[config.mk]
export PLATFORM = sky130hd
export DESIGN_NAME = rvh_ptw_mem_port_flat
export DESIGN_NICKNAME = d
export VERILOG_FILES = /design/src/rtl/rvh_ptw_mem_pkg.sv /design/src/rtl/rvh_ptw_mem_port_if.sv /design/src/rtl/rvh_ptw_sync_fifo.sv /design/src/rtl/rvh_ptw_mem_port.sv /design/src/flat_wrapper.sv
export SDC_FILE = /design/constraint.sdc
export NUM_CORES = 1
export LEC_CHECK = 0
export ABC_AREA = 1
export CORE_MARGIN = 4
export CORE_UTILIZATION = 35
export DETAILED_ROUTE_END_ITERATION = 8
export DONT_BUFFER_PORTS = 1
export MAX_ROUTING_LAYER = met4
export SYNTH_ARGS = -nofsm -noshare
export SYNTH_HDL_FRONTEND = slang
export SYNTH_SLANG_ARGS = --single-unit
[constraint.sdc]
create_clock -name clk -period 3.8 [get_ports clk]
set_input_delay 0.57 -clock clk [delete_from_list [all_inputs] [get_ports clk]]
set_output_delay 0.57 -clock clk [all_outputs]
set_load 0.02 [all_outputs]
[src/rtl/rvh_ptw_mem_pkg.sv]
// rvh_ptw_mem_pkg: shared constants and tag encoding for the PTW memory port.
package rvh_ptw_mem_pkg;
    localparam int PTE_WIDTH      = 64;
    localparam int PTE_ALIGN_BITS = 3;
    typedef enum logic {
        PTW_TAG_MEM    = 1'b0,
        PTW_TAG_BYPASS = 1'b1
    } ptw_tag_e;
endpackage

[src/rtl/rvh_ptw_mem_port_if.sv]
// rvh_ptw_mem_port_if: walker request/response and memory read channels.
interface rvh_ptw_mem_port_if #(
    parameter int PTW_ID_WIDTH = 1,
    parameter int PADDR_WIDTH  = 56
);
    logic                    ptw_walk_req_vld;
    logic [PTW_ID_WIDTH-1:0] ptw_walk_req_id;
    logic [PADDR_WIDTH-1:0]  ptw_walk_req_addr;
    logic                    ptw_walk_req_rdy;
    logic                    ptw_walk_resp_vld;
    logic [63:0]             ptw_walk_resp_pte;
    logic                    ptw_walk_resp_rdy;
    logic                    mem_req_vld;
    logic [PADDR_WIDTH-1:0]  mem_req_addr;
    logic                    mem_req_rdy;
    logic                    mem_resp_vld;
    logic [63:0]             mem_resp_data;
    modport slave (
        input  ptw_walk_req_vld, ptw_walk_req_id, ptw_walk_req_addr, ptw_walk_resp_rdy,
        input  mem_req_rdy, mem_resp_vld, mem_resp_data,
        output ptw_walk_req_rdy, ptw_walk_resp_vld, ptw_walk_resp_pte,
        output mem_req_vld, mem_req_addr
    );
    modport master (
        output ptw_walk_req_vld, ptw_walk_req_id, ptw_walk_req_addr, ptw_walk_resp_rdy,
        output mem_req_rdy, mem_resp_vld, mem_resp_data,
        input  ptw_walk_req_rdy, ptw_walk_resp_vld, ptw_walk_resp_pte,
        input  mem_req_vld, mem_req_addr
    );
endinterface

[src/rtl/rvh_ptw_sync_fifo.sv]
// rvh_ptw_sync_fifo: small synchronous FIFO with simultaneous push/pop.
module rvh_ptw_sync_fifo #(
    parameter int WIDTH = 1,
    parameter int DEPTH = 2
) (
    input  logic             clk,
    input  logic             rstn,
    input  logic             push,
    input  logic [WIDTH-1:0] din,
    input  logic             pop,
    output logic [WIDTH-1:0] dout,
    output logic             full,
    output logic             empty
);
    localparam int AW = DEPTH > 1 ? $clog2(DEPTH) : 1;
    localparam int CW = $clog2(DEPTH + 1);
    logic [WIDTH-1:0] mem [DEPTH];
    logic [AW-1:0]    wp, rp;
    logic [CW-1:0]    cnt;
    function automatic logic [AW-1:0] nxt(input logic [AW-1:0] p);
        return (p == AW'(DEPTH - 1)) ? '0 : p + 1'b1;
    endfunction
    always_ff @(posedge clk or negedge rstn) begin
        if (!rstn) begin
            wp  <= '0;
            rp  <= '0;
            cnt <= '0;
            for (int i = 0; i < DEPTH; i++) mem[i] <= '0;
        end else begin
            if (push) begin
                mem[wp] <= din;
                wp      <= nxt(wp);
            end
            if (pop) rp <= nxt(rp);
            cnt <= cnt + CW'(push) - CW'(pop);
        end
    end
    assign dout  = mem[rp];
    assign empty = cnt == '0;
    assign full  = cnt == CW'(DEPTH);
endmodule

[src/rtl/rvh_ptw_mem_port.sv]
// rvh_ptw_mem_port: in-order PTE source for the MMU walker with credit-bounded outstanding reads.
// Optional RVH_PTW_MISALIGN_CHECK_EN: misaligned PTE addresses bypass memory and return PTE 0.
module rvh_ptw_mem_port
    import rvh_ptw_mem_pkg::*;
#(
    parameter int PTW_ID_WIDTH    = 1,
    parameter int PADDR_WIDTH     = 56,
    parameter int MAX_OUTSTANDING = 2
) (
    input logic               clk,
    input logic               rstn,
    rvh_ptw_mem_port_if.slave bus
);
    localparam int CW = $clog2(MAX_OUTSTANDING + 1);
    localparam logic [CW-1:0] MAX_CNT = CW'(MAX_OUTSTANDING);
    logic [CW-1:0]          cnt;
    logic                   slot_vld;
    logic [PADDR_WIDTH-1:0] slot_addr;
    logic                   accept, bypass, pop, tag_bypass;
    logic                   tag_full, tag_empty, data_full, data_empty;
    logic [0:0]             tag_head;
    logic [PTE_WIDTH-1:0]   data_head;
    ptw_tag_e               tag_in;
    logic                   unused_ok;
`ifdef RVH_PTW_MISALIGN_CHECK_EN
    assign bypass = |bus.ptw_walk_req_addr[PTE_ALIGN_BITS-1:0];
`else
    assign bypass = 1'b0;
`endif
    // A full slot that memory is not draining this cycle cannot take a new read.
    assign bus.ptw_walk_req_rdy = (cnt < MAX_CNT) & ~(slot_vld & ~bus.mem_req_rdy);
    assign accept     = bus.ptw_walk_req_vld & bus.ptw_walk_req_rdy;
    assign tag_in     = bypass ? PTW_TAG_BYPASS : PTW_TAG_MEM;
    assign tag_bypass = tag_head == PTW_TAG_BYPASS;
    assign bus.ptw_walk_resp_vld = ~tag_empty & (tag_bypass | ~data_empty);
    assign bus.ptw_walk_resp_pte = (bus.ptw_walk_resp_vld & ~tag_bypass) ? data_head : '0;
    assign pop = bus.ptw_walk_resp_vld & bus.ptw_walk_resp_rdy;
    assign bus.mem_req_vld  = slot_vld;
    assign bus.mem_req_addr = slot_addr;
    assign unused_ok = ^{bus.ptw_walk_req_id, bus.ptw_walk_req_addr[PTE_ALIGN_BITS-1:0], tag_full, data_full};
    always_ff @(posedge clk or negedge rstn) begin
        if (!rstn) begin
            cnt       <= '0;
            slot_vld  <= 1'b0;
            slot_addr <= '0;
        end else begin
            cnt <= cnt + CW'(accept) - CW'(pop);
            if (accept & ~bypass) begin
                slot_vld  <= 1'b1;
                slot_addr <= {bus.ptw_walk_req_addr[PADDR_WIDTH-1:PTE_ALIGN_BITS], {PTE_ALIGN_BITS{1'b0}}};
            end else if (bus.mem_req_rdy) begin
                slot_vld <= 1'b0;
            end
        end
    end
    rvh_ptw_sync_fifo #(.WIDTH(1), .DEPTH(MAX_OUTSTANDING)) tag_fifo (
        .clk   (clk),
        .rstn  (rstn),
        .push  (accept),
        .din   (tag_in),
        .pop   (pop),
        .dout  (tag_head),
        .full  (tag_full),
        .empty (tag_empty)
    );
    rvh_ptw_sync_fifo #(.WIDTH(PTE_WIDTH), .DEPTH(MAX_OUTSTANDING)) data_fifo (
        .clk   (clk),
        .rstn  (rstn),
        .push  (bus.mem_resp_vld),
        .din   (bus.mem_resp_data),
        .pop   (pop & ~tag_bypass),
        .dout  (data_head),
        .full  (data_full),
        .empty (data_empty)
    );
endmodule

[src/flat_wrapper.sv]
// flat-port wrapper written by rule: the top's interface ports become plain ports
module rvh_ptw_mem_port_flat import rvh_ptw_mem_pkg::*;
#(
    parameter int PTW_ID_WIDTH    = 1,
    parameter int PADDR_WIDTH     = 56,
    parameter int MAX_OUTSTANDING = 2
)
  (clk, rstn, bus_ptw_walk_req_vld, bus_ptw_walk_req_id, bus_ptw_walk_req_addr, bus_ptw_walk_resp_rdy, bus_mem_req_rdy, bus_mem_resp_vld, bus_mem_resp_data, bus_ptw_walk_req_rdy, bus_ptw_walk_resp_vld, bus_ptw_walk_resp_pte, bus_mem_req_vld, bus_mem_req_addr);
  rvh_ptw_mem_port_if #(.PTW_ID_WIDTH(PTW_ID_WIDTH), .PADDR_WIDTH(PADDR_WIDTH)) bus_i ();
  input logic clk;
  input logic rstn;
  input wire logic [$bits(bus_i.ptw_walk_req_vld)-1:0] bus_ptw_walk_req_vld;
  input wire logic [$bits(bus_i.ptw_walk_req_id)-1:0] bus_ptw_walk_req_id;
  input wire logic [$bits(bus_i.ptw_walk_req_addr)-1:0] bus_ptw_walk_req_addr;
  input wire logic [$bits(bus_i.ptw_walk_resp_rdy)-1:0] bus_ptw_walk_resp_rdy;
  input wire logic [$bits(bus_i.mem_req_rdy)-1:0] bus_mem_req_rdy;
  input wire logic [$bits(bus_i.mem_resp_vld)-1:0] bus_mem_resp_vld;
  input wire logic [$bits(bus_i.mem_resp_data)-1:0] bus_mem_resp_data;
  output wire logic [$bits(bus_i.ptw_walk_req_rdy)-1:0] bus_ptw_walk_req_rdy;
  output wire logic [$bits(bus_i.ptw_walk_resp_vld)-1:0] bus_ptw_walk_resp_vld;
  output wire logic [$bits(bus_i.ptw_walk_resp_pte)-1:0] bus_ptw_walk_resp_pte;
  output wire logic [$bits(bus_i.mem_req_vld)-1:0] bus_mem_req_vld;
  output wire logic [$bits(bus_i.mem_req_addr)-1:0] bus_mem_req_addr;
  assign bus_i.ptw_walk_req_vld = bus_ptw_walk_req_vld;
  assign bus_i.ptw_walk_req_id = bus_ptw_walk_req_id;
  assign bus_i.ptw_walk_req_addr = bus_ptw_walk_req_addr;
  assign bus_i.ptw_walk_resp_rdy = bus_ptw_walk_resp_rdy;
  assign bus_i.mem_req_rdy = bus_mem_req_rdy;
  assign bus_i.mem_resp_vld = bus_mem_resp_vld;
  assign bus_i.mem_resp_data = bus_mem_resp_data;
  assign bus_ptw_walk_req_rdy = bus_i.ptw_walk_req_rdy;
  assign bus_ptw_walk_resp_vld = bus_i.ptw_walk_resp_vld;
  assign bus_ptw_walk_resp_pte = bus_i.ptw_walk_resp_pte;
  assign bus_mem_req_vld = bus_i.mem_req_vld;
  assign bus_mem_req_addr = bus_i.mem_req_addr;
  rvh_ptw_mem_port #(.PTW_ID_WIDTH(PTW_ID_WIDTH), .PADDR_WIDTH(PADDR_WIDTH), .MAX_OUTSTANDING(MAX_OUTSTANDING)) u_core (.clk(clk), .rstn(rstn), .bus(bus_i));
endmodule
* Word level (Yosys, flattened, before mapping)
Index checks and enable logic that the tools add are counted.
** Storage, ports and cells
- Logic and storage cells :: 72
- Register bits :: 194
** Operators by class
- Bitwise logic cells :: 19
- Reduce and logical (&&, ||, !) cells :: 5
- Muxes and demuxes :: 18
- Magnitude comparators :: 7
- Add/subtract/negate cells :: 10
** Operators with widths (number)
- $mux W64 :: 5
- $bwmux W128 :: 1
- $demux W64 S1 :: 1
- $mux W1 :: 10
- $ge A2 B2 Y1 const B :: 4
- $not A1 Y2 :: 4
- $and A1 B1 Y1 :: 7
- $add A2 B1 Y2 :: 3
- $sub A2 B1 Y2 :: 3
- $not A1 Y1 :: 5
- $add A1 B1 Y1 const B :: 4
- $logic_not A2 Y1 :: 2
- $lt A2 B1 Y1 const B :: 2
- $and A2 B2 Y2 :: 1
- $logic_and A1 B1 Y1 :: 2
- $lt A2 B2 Y1 const B :: 1
- $not A2 Y2 :: 1
- $reduce_bool A2 Y1 :: 1
- $demux W1 S1 :: 1
- $or A1 B1 Y1 :: 1

* Longest topological paths before layout
Gate-level depths: netlist of the first run.
- Depth after elaboration :: 9
- Gate-level depth with buffers :: 11
- Gate-level depth less buffers :: 11

* Cells and area by module
Synthesis of the first run repeated with hierarchy kept, for this count alone.
** Unflattened totals
- Cells, all modules :: 1143
- Area total of the unflattened synthesis :: 9292.7 um2
** Modules (own cells, without submodules)
- rvh_ptw_sync_fifo at u_core.data_fifo :: area each 6060.8 um2, instances 1, cells an instance 707
- rvh_ptw_mem_port :: area each 2942.8 um2, instances 1, cells an instance 401
- rvh_ptw_sync_fifo at u_core.tag_fifo :: area each 289.0 um2, instances 1, cells an instance 35

* Worst setup path after synthesis of the first run
OpenSTA, ideal clock, no wires.
- Kind :: reg-to-output
- Start point :: register u_core.tag_fifo.rp
- End point :: output bus_ptw_walk_resp_pte[0]
- Arrival :: 1281 ps
- Cell stages (with the launch flop) :: 9
- Slack :: 1949 ps
- Cells stage by stage :: dfrtp_1 > inv_1 > nand2_1 > nand3_2 > nand2_1 > inv_2 > nand2_8 > buf_6 > a21oi_2
** On the way
- Longest elaborated chain between the ends :: 8
- Elaborated cells between the ends (all ways) :: 9
- Those cells by class :: 4 x mux; 5 x bitwise
** Ends and longest elaborated chain
- start, declared :: line rvh_ptw_sync_fifo.sv:18 : logic [AW-1:0] wp, rp;
- start signal, assigned :: line rvh_ptw_sync_fifo.sv:34 : if (pop) rp <= nxt(rp);
- $not A1 Y2 (not written as such) :: line rvh_ptw_sync_fifo.sv:38 : assign dout = mem[rp];
- $mux W1 (not written as such) (3 in a row) :: line rvh_ptw_sync_fifo.sv:38
- $or A1 B1 Y1 :: line rvh_ptw_mem_port.sv:35 : assign bus.ptw_walk_resp_vld = ~tag_empty & (tag_bypass | ~data_empty);
- $and A1 B1 Y1 :: line rvh_ptw_mem_port.sv:35
- via bus_ptw_walk_resp_vld :: line flat_wrapper.sv:20 : output wire logic [$bits(bus_i.ptw_walk_resp_vld)-1:0] bus_ptw_walk_resp_vld;
- $and A1 B1 Y1 :: line rvh_ptw_mem_port.sv:36 : assign bus.ptw_walk_resp_pte = (bus.ptw_walk_resp_vld & ~tag_bypass) ? data_head : '0;
- $mux W64 :: line rvh_ptw_mem_port.sv:36
- end, declared :: line flat_wrapper.sv:21 : output wire logic [$bits(bus_i.ptw_walk_resp_pte)-1:0] bus_ptw_walk_resp_pte;
The timed path passes the listed nets, and every way through them passes these cells. The select of a mux whose other input is x is not followed.

* Worst setup path in the final report of the first run
- Start point :: register u_core.tag_fifo.rp
- End point :: output bus_ptw_walk_resp_pte[50]
Same word-level chain as after synthesis.

==> qor.yml, run 1 <==
pwr:
  p_leak_nw: 4.510
  p_per_area_nw_per_um2: 844.9
  vdd_drop_max_v: 0.0005652
  power_mw: 7.811
grt:
  grt_overflow: 0
  met2_usage: 0.2386
  antenna_found_initial: 1
  met1_usage: 0.2023
  use_met3: 0.04969
  grt_max_degree: 195
  grt-busiest-layer: "met2"
  grt_usage: 0.1552
  grt_pass1_vias: 6088
  grt_pass1_wl_mm: 32.21
timing:
  hold_viol: 194
  fin_crit_sh: 0.7677
  hold_slack_ns: -0.1564
  fmax_ghz: 0.3428
  drv_slew: 0
  fin_ws_ns: 0.8828
  setup_tns_ns: 0
  finalSetupViolations: 0
  rsz0062_at_grt: "false"
  period_needed_ns: 2.917
  tightest_slew_ns: 0.8217
  slew_headroom: 0.4522
  clock_skew_ns: 0.01454
setup_path:
  crit_end: "bus_ptw_walk_resp_pte[50]"
  r2r-start: "u_core.bus.mem_req_vld$_DFFE_PN0P_"
  cp_max_fo: 64
  worstRegToRegCells: 8
  critPathRequiredTime_ns: 3.23
  rrSetupSlack_ns: 1.77
  critPathArrivalTime_ns: 2.35
  cp-startpoint: "u_core.tag_fifo.rp$_DFFE_PN0P_"
  end_kind: "primary output"
  setup.worst_path.start_class: "register"
  reg2reg_to: "u_core.bus.mem_req_addr[24]$_DFFE_PN0P_"
  critPathKind: "reg2out"
floorplanning:
  io_pins: 250
  coreArea_sq_um: 23750
  start_util: 0.3590
  die_area_sq_um: 26920
  die_x_microns: 164.1
  die_h_microns: 164.1
  rows: 56
cells_and_area:
  fin_util: 0.3892
  finalNonFillerCells: 1285
  final_area_sq_um: 9245
  area_growth_pct: 8.423
  drive_gt1_frac: 0.1130
  layout.nets: 1084
cts:
  cts_tree: "yes"
  cts_buffers: 17
  post_cts_resized: 0
  clock-sinks: 194
  clockBufferDepth: 2
  clk_transition_reported_paths_ns: 0.07
  cts-root-buf: "clkbuf_16"
  worstSkewPairLatency_ns: 0.42
  htree_num_levels: 4
yosys:
  syn_area_sq_um: 8527
  ys_seq_elements: 194
  syn_avg_cell_area_sq_um: 8.648
  yosys.cell_types.count: 28
  yosys_warnings: 0
  synthCells: 986
  ys_seq_area_frac: 0.5693
run_status:
  violations: "hold timing"
  status: "complete, but fails checks"
hold_path:
  hp-class: "in2async"
place:
  hpwl_mm: 12.71
  gp_congestion: 0.7356
  placed_area_sq_um: 8685
  placed_cells: 1252
  port-buffer-count: 0
  preCtsSetupSlack_ns: 1.313
routing:
  drt_wl_total_mm: 20.07
  first_pass_iters: 7
  drt_iter0_markers: 476
  detail-route-antenna-nets: 0
  wl_per_cell_microns: 15.62
  via_per_inst: 4.727
  drc: 0
  num_vias: 6074
job:
  drv_cap: 0
-- cells in the mapped netlist --
| cell type | instances | area share |
|---|---|---|
| xnor2_1 | 5 | 0.0051 |
| o21a_1 | 1 | 0.00088 |
| buf_6 | 6 | 0.0079 |
| nand2_8 | 1 | 0.0023 |
| nand4_1 | 2 | 0.0015 |
| or2_1 | 2 | 0.0015 |
| o21ai_1 | 64 | 0.038 |
| nor2_2 | 1 | 0.00073 |
| inv_1 | 76 | 0.033 |
| nand3_1 | 1 | 0.00059 |
| nand3_2 | 1 | 0.0012 |
| xor2_1 | 2 | 0.0021 |
| o21ai_0 | 65 | 0.038 |
| nand2_2 | 1 | 0.00073 |
| a21oi_2 | 60 | 0.062 |
| inv_2 | 2 | 0.00088 |
| buf_1 | 1 | 0.00044 |
| nand2_1 | 430 | 0.19 |
| clkinv_1 | 1 | 0.00044 |
| buf_4 | 9 | 0.0079 |
| dfrtp_1 | 194 | 0.57 |
| clkbuf_1 | 25 | 0.011 |
| buf_2 | 21 | 0.012 |
| o21ai_2 | 1 | 0.0010 |
| ha_1 | 5 | 0.0073 |
| conb_1 | 1 | 0.00044 |
| nor2_1 | 3 | 0.0013 |
| a21oi_1 | 5 | 0.0029 |
-- critical path, cell delays in order, from the launching register on --
cell	delay, ns
dfrtp_1	0.42
inv_1	0.10
nand2_1	0.07
nand3_2	0.07
nand2_1	0.06
inv_2	0.16
nand2_8	0.40
a21oi_1	0.59
-- layout make-up --
cell class | instances | area [sq um]
clock buffer | 19 | 442.9
clock inverter | 13 | 115.1
inverter | 79 | 296.5
sequential | 194 | 4856
fill | 2408 | 14510
timing repair buffer | 7 | 77.57
antenna | 1 | 2.502
tap | 319 | 399.1
multi-input combinational | 653 | 3055
-- layer usage --
| metal | wire [microns] | share of wire | vias to the layer above |
|---|---|---|---|
| li1 | - | - | 2994 |
| met1 | 9108 | 0.45 | 2850 |
| met2 | 9132 | 0.45 | 222 |
| met3 | 1677 | 0.084 | 8 |
| met4 | 153 | 0.0076 | 0 |
| met5 | 0 | 0 | - |
-- kinds of logic after synthesis --
group                    count (synthesis)  share of synthesized area
XOR/XNOR                                 7                   0.007190
flip-flops                             194                     0.5693
AND/OR/NAND/NOR                        442                     0.1991
adder cells (fa/ha/maj)                  5                   0.007337
other                                    1                  0.0004398
buffers and inverters                  141                    0.07439
AO/OA/AOI/OAI                          196                     0.1422
-- layout by cell type, fill, tap and decap left out, types with 3 or more instances in the layout --
cell type / netlist / layout
nand2_1: 430 / 429
dfrtp_1: 194 / 193
inv_1: 76 / 75
o21ai_0: 65 / 65
o21ai_1: 64 / 64
a21oi_2: 60 / 60
clkbuf_16: 0 / 17
xnor2_1: 5 / 5
a21oi_1: 5 / 5
ha_1: 5 / 5
buf_4: 9 / 5
inv_6: 0 / 4
inv_8: 0 / 4
inv_2: 2 / 3
nor2_1: 3 / 3
conb_1: 1 / 3
-- power by group --
part | leakage, nW | switching [mW] | internal (mW)
clock network | 0.276 | 0.843 | 0.884
registers | 2.39 | 0.741 | 2.69
logic | 1.84 | 1.98 | 0.674
total | 4.51 | 3.56 | 4.25
-- timing repair --
item	CTS	global route
buffers inserted	0	0
hold endpoints to repair	194	194
endpoints found under the setup margin	0	0
-- worst min-delay path by stage --
stage	cells past startpoint	endpoint	slack, ns	from
floorplan	0	u_core.bus.mem_req_addr[10]$_DFFE_PN0P_	0.27	rstn
global placement	0	u_core.data_fifo.mem[123]$_DFFE_PN0P_	0.28	rstn
detailed placement	0	u_core.data_fifo.mem[123]$_DFFE_PN0P_	0.28	rstn
CTS	0	u_core.data_fifo.mem[123]$_DFFE_PN0P_	-0.18	rstn
global route	0	u_core.data_fifo.mem[60]$_DFFE_PN0P_	-0.19	rstn
finish	0	u_core.data_fifo.mem[60]$_DFFE_PN0P_	-0.16	rstn
-- sequential cells by signal, indices dropped and copies added, names as in the netlist --
name / cells
u_core.bus.mem_req_addr: 53
u_core.bus.mem_req_vld: 1
u_core.cnt: 2
u_core.data_fifo.cnt: 2
u_core.data_fifo.mem: 128
u_core.data_fifo.rp: 1
u_core.data_fifo.wp: 1
u_core.tag_fifo.cnt: 2
u_core.tag_fifo.mem: 2
u_core.tag_fifo.rp: 1
u_core.tag_fifo.wp: 1
Note: power is estimated with default switching activity, not from simulation.
==> run 2, diff against run 1 <==
- clock period: 3.8 -> 2.37 ns (I/O delays scaled with it)
==> run 2 against run 1 <==
Effect of this change:
- the flow still finishes with violations (hold timing)
- utilization is 0.67 points higher
- total power grew 65%
- final area grew 1.7%
- final cell count grew 0.86%
- wire length is 0.28% higher
- worst hold slack got worse by 0.22 ns
- clock power up 62%
- flip-flop and latch count did not move
- die area did not move
- sequential share of layout area fell by 0.89 points
- critical path type unchanged
- largest cell class unchanged
==> qor.yml, run 2 (same netlist as run 1, synthesis figures left out) <==
run_status:
  status: "complete, but fails checks"
  violations: "hold timing"
setup_path:
  rrSetupSlack_ns: 0.46
  cp_slowest_stage_delay_ns: 0.41
  setup.worst_path.start_class: "register"
  crit_family: "buffers and inverters"
  cpMaxStageDelayCell: "dfrtp_1"
  worstRegToRegCells: 8
  end_kind: "primary output"
  r2r-start: "u_core.bus.mem_req_vld$_DFFE_PN0P_"
  reg2reg_to: "u_core.bus.mem_req_addr[24]$_DFFE_PN0P_"
  path_common_cell: "nand2_1"
  critPathArrivalTime_ns: 1.92
  cp_max_fo: 38
  critPathKind: "reg2out"
  path_buf_inv: 3
  path_cells: "inv_1, nand2_1, nand3_2, nand2_1, inv_4, nand2_8, buf_12, a21oi_2"
  critPathRequiredTime_ns: 2.01
floorplanning:
  die_area_sq_um: 26920
  die_h_microns: 164.1
  die_x_microns: 164.1
  coreArea_sq_um: 23750
  start_util: 0.3590
  rows: 56
  io_pins: 250
grt:
  grt_pass1_vias: 6227
  grt_usage: 0.1583
  antenna_found_initial: 1
  grt_pass1_wl_mm: 32.76
  grt_max_degree: 195
  grt_overflow: 0
place:
  hpwl_mm: 12.80
  placed_cells: 1263
  gp_congestion: 0.7353
  port-buffer-count: 0
  placed_area_sq_um: 8780
cells_and_area:
  layout.nets: 1095
  layout_common_cells: "429 x nand2_1, 193 x dfrtp_1, 75 x inv_1, 65 x o21ai_0, 64 x o21ai_1"
  layout_commonest_cell: "nand2_1"
  fillers: 2401
  drive_gt1_frac: 0.1260
  final_area_sq_um: 9405
  largest_reg_flops: 128
  fin_util: 0.3960
  area_growth_pct: 10.30
  regMostFlops: "u_core.data_fifo.mem"
  finalNonFillerCells: 1296
pwr:
  p_comb_frac: 0.354
  p_leak_nw: 4.584
  clockPowerShare: 0.218
  vdd_drop_max_v: 0.001095
  power_mw: 12.86
  power.share.switching: 0.4540
  p_per_area_nw_per_um2: 1367
  p_int_mw: 7.020
  p_seq_frac: 0.428
  switchingPower_mw: 5.836
timing:
  finalSetupViolations: 0
  tightest_slew_ns: 0.5108
  period_needed_ns: 2.272
  fin_crit_sh: 0.9588
  clock_skew_ns: 0.01249
  hold_slack_ns: -0.3785
  hold_viol: 194
  fmax_ghz: 0.4401
  slew_headroom: 0.6594
  drv_slew: 0
  rsz0062_at_grt: "true"
cts:
  clk_transition_reported_paths_ns: 0.08
  worstSkewPairLatency_ns: 0.43
  clockBufferDepth: 2
  cts_buffers: 17
  clock-sinks: 194
  cts_tree: "yes"
  htree_num_levels: 4
  cts-root-buf: "clkbuf_16"
routing:
  via_per_inst: 4.666
  drc: 0
  wl_per_cell_microns: 15.53
  drt_wl_total_mm: 20.13
  num_vias: 6047
  drt_iter0_markers: 462
  first_pass_iters: 4
  detail-route-antenna-nets: 0
hold_path:
  hp-class: "in2async"
job:
  drv_cap: 0
## run 2: changes by cell type in the layout (fill, tap and decap cells not counted), sizes merged
cell,change
clkbuf,-1
inv,+1
buf,+11
## run 2: worst max-delay path by stage
stage          depth (start not counted)                               start                                to  slack, ns
6_report                               8      u_core.tag_fifo.rp$_DFFE_PN0P_          bus_ptw_walk_resp_pte[4]        0.1
5_1_grt                                8   u_core.data_fifo.cnt[0]$_DFF_PN0_         bus_ptw_walk_resp_pte[51]      -0.01
4_1_cts                                8      u_core.tag_fifo.rp$_DFFE_PN0P_         bus_ptw_walk_resp_pte[33]       0.02
3_5_place_dp                           8   u_core.data_fifo.cnt[1]$_DFF_PN0_         bus_ptw_walk_resp_pte[50]       0.22
3_3_place_gp                           8   u_core.data_fifo.cnt[1]$_DFF_PN0_         bus_ptw_walk_resp_pte[51]       0.25
2_1_floorplan                          9  u_core.bus.mem_req_vld$_DFFE_PN0P_  u_core.tag_fifo.cnt[1]$_DFF_PN0_       0.56
## run 2: cell type report
cell class	instances	area [sq um]	area share
clock buffers	18	429.2	0.04563
well taps	319	399.1	0.04244
diodes	1	2.502	0.0002661
multi-input cells	653	3082	0.3277
inverters	79	299.0	0.03179
clock inverters	14	140.1	0.01490
flip-flops and latches	194	4856	0.5163
repair buffers	18	197.7	0.02102
## run 2: metrics by stage
| stage | setup TNS, ns | setup slack (ns) |
|---|---|---|
| final | 0 | 0.09762 |
| after global routing | -0.02898 | -0.01437 |
| after CTS | 0 | 0.02314 |
| after detailed placement | 0 | 0.2223 |
| after global placement | 0 | 0.2456 |
| after floorplan | 0 | 0.5603 |
## run 2: repair_timing
action,4_1_cts,5_1_grt
pin swaps,0,0
setup endpoints to repair,57,33
endpoints found under the hold margin,194,194
gates resized for setup,5,7
setup buffers,0,0
## run 2: worst reg2reg max path: stages, from the launching register on
cell and delay (ns):
dfrtp_1 0.46, inv_1 0.10, nor2_1 0.05, nor2_2 0.14
nand2_2 0.22, inv_2 0.12, buf_4 0.42, nand2_1 0.24
nand2_1 0.11
## run 2: power groups by stage
stage	registers (mW)	clock network, mW	logic [mW]
after detailed placement	5.54	0	4.52
after global routing	5.64	3.07	5.09
after floorplan	5.37	0	3.72
final	5.50	2.81	4.55
after CTS	5.51	2.91	4.58
after global placement	5.56	0	4.40
## run 2: per-layer routing
layer	track usage	part of all wire	vias up	wire length, microns
met3	0.05320	0.080	12	1617
met4	0.03622	0.011	0	212
met2	0.2405	0.44	215	8909
li1	-	-	3019	-
met1	0.2070	0.47	2801	9388
met5	-	0	-	0
==> run 3, diff against run 2 <==
==> constraint.sdc (replaced) <==
create_clock -name clk -period 2.37 [get_ports clk]
set_input_delay 0.474 -clock clk [delete_from_list [all_inputs] [get_ports clk]]
set_output_delay 0.474 -clock clk [all_outputs]
set_load 0.02 [all_outputs]
==> run 3 against run 2 <==
Effect of this change:
- the flow still finishes with violations (hold timing)
- die area stayed put
- setup slack worse by 0.087 ns
- flip-flop and latch count stayed put
- count of clock-buffer cells in the layout is 1 lower
- sequential share of layout area is 1.8 points lower
- combinational power is 16% higher
- critical path type unchanged
- critical endpoint is now bus_ptw_walk_resp_pte[50]
==> qor.yml, run 3 (same netlist as run 1, synthesis figures left out) <==
routing:
  first_pass_iters: 5
  drt_iter0_markers: 476
  drt_wl_total_mm: 20.82
  num_vias: 6159
  via_per_inst: 4.730
  wl_per_cell_microns: 15.99
  drc: 0
  detail-route-antenna-nets: 0
cells_and_area:
  layout_common_cells: "428 x nand2_1, 193 x dfrtp_1, 74 x inv_1, 65 x o21ai_0, 64 x o21ai_1"
  drive_gt1_frac: 0.1354
  layout.nets: 1101
  fillers: 2352
  regMostFlops: "u_core.data_fifo.mem"
  largest_reg_flops: 128
  layout_commonest_cell: "nand2_1"
  area_growth_pct: 14.38
  fin_util: 0.4106
floorplanning:
  die_h_microns: 164.1
  die_area_sq_um: 26920
  rows: 56
  start_util: 0.3590
  coreArea_sq_um: 23750
  io_pins: 250
  die_x_microns: 164.1
run_status:
  status: "complete, but fails checks"
  violations: "hold timing"
setup_path:
  worstRegToRegCells: 8
  end_kind: "primary output"
  critPathRequiredTime_ns: 1.90
  crit_family: "buffers and inverters"
  cp-startpoint: "u_core.tag_fifo.rp$_DFFE_PN0P_"
  r2r-start: "u_core.bus.mem_req_vld$_DFFE_PN0P_"
  path_buf_inv: 4
  cp_max_fo: 17
  cpMaxStageDelayCell: "dfrtp_1"
  critPathArrivalTime_ns: 1.89
  path_cells: "inv_2, nand2_1, nand3_2, nand2_2, inv_4, nand2_8, buf_12, a21oi_1, buf_4"
  rrSetupSlack_ns: 0.56
  setup.worst_path.start_class: "register"
  reg2reg_to: "u_core.bus.mem_req_addr[24]$_DFFE_PN0P_"
  critPathKind: "reg2out"
  cp_slowest_stage_delay_ns: 0.42
place:
  preCtsSetupSlack_ns: 0.3078
  gp_congestion: 0.7205
  hpwl_mm: 13.06
  port-buffer-count: 0
grt:
  grt_usage: 0.1617
  grt_overflow: 0
  grt_max_degree: 195
  grt_pass1_wl_mm: 33.46
  antenna_found_initial: 1
  grt_pass1_vias: 6220
cts:
  htree_num_levels: 4
  cts_tree: "yes"
  clk_transition_reported_paths_ns: 0.07
  clockBufferDepth: 2
  clock-sinks: 194
  cts_buffers: 17
  cts-root-buf: "clkbuf_16"
  worstSkewPairLatency_ns: 0.43
timing:
  finalSetupViolations: 0
  hold_slack_ns: -0.2604
  fin_crit_sh: 0.9957
  fmax_ghz: 0.4238
  drv_slew: 0
  tightest_slew_ns: 0.5374
  period_needed_ns: 2.360
  rsz0062_at_grt: "true"
  slew_headroom: 0.6418
  hold_viol: 194
  fin_ws_ns: 0.01025
  clock_skew_ns: 0.009714
job:
  drv_cap: 0
hold_path:
  hp-class: "in2async"
pwr:
  vdd_drop_max_v: 0.0007337
  p_per_area_nw_per_um2: 1395
  p_leak_nw: 4.659
## run 3: cell types whose count changed in the layout (fill, tap and decap cells not counted), moves of 2 or more
cell | previous run | this run
a21oi_2 | 61 | 30
a21oi_4 | 2 | 33
buf_16 | 0 | 2
buf_6 | 0 | 2
clkinv_4 | 1 | 4
inv_6 | 6 | 3
## run 3: final cells by class
| cell class | count | area (sq um) | share of cell area |
|---|---|---|---|
| clock buffer | 17 | 425.4 | 0.04362 |
| multi-input combinational | 653 | 3319 | 0.3403 |
| sequential | 194 | 4856 | 0.4979 |
| clock inverter | 15 | 147.6 | 0.01514 |
| inverter | 79 | 300.3 | 0.03079 |
| tap | 319 | 399.1 | 0.04092 |
| antenna | 1 | 2.502 | 0.0002566 |
| timing repair buffer | 24 | 302.8 | 0.03105 |
## run 3: power breakdown
| part | internal, mW | switching [mW] |
|---|---|---|
| combinational | 1.66 | 3.62 |
| sequential | 4.31 | 1.20 |
| clock | 1.40 | 1.41 |
| total | 7.37 | 6.23 |
## run 3: worst max path at each step
| stage | end | cells after the start |
|---|---|---|
| 2_1_floorplan | u_core.tag_fifo.cnt[1]$_DFF_PN0_ | 9 |
| 3_3_place_gp | bus_ptw_walk_resp_pte[52] | 9 |
| 3_5_place_dp | bus_ptw_walk_resp_pte[52] | 9 |
| 4_1_cts | bus_ptw_walk_resp_pte[6] | 8 |
| 5_1_grt | bus_ptw_walk_resp_pte[50] | 9 |
| 6_report | bus_ptw_walk_resp_pte[50] | 9 |
## run 3: layer usage
| layer | vias to the layer above | part of all wire | global-route usage |
|---|---|---|---|
| met5 | - | 0 | - |
| met4 | 0 | 0.0087 | 0.03507 |
| met3 | 12 | 0.081 | 0.05345 |
| met2 | 234 | 0.45 | 0.2433 |
| met1 | 2884 | 0.46 | 0.2148 |
| li1 | 3029 | - | - |
## run 3: per-stage QoR
stage	total power, mW	setup TNS [ns]	instance area [sq um]	cells
floorplan	9.093	0	8534	988
global placement	10.12	0	8852	1266
detailed placement	10.22	0	8852	1266
CTS	13.57	-0.05524	9633	1301
global route	14.53	-1.972	9753	1302
finish	13.60	0	9753	1302
## run 3: timing repair
item	CTS	global route
endpoints found under the hold margin	194	194
pin swaps	0	0
setup endpoints to repair	56	57
gates cloned	1	0
resized for setup	28	17
setup buffers	2	0
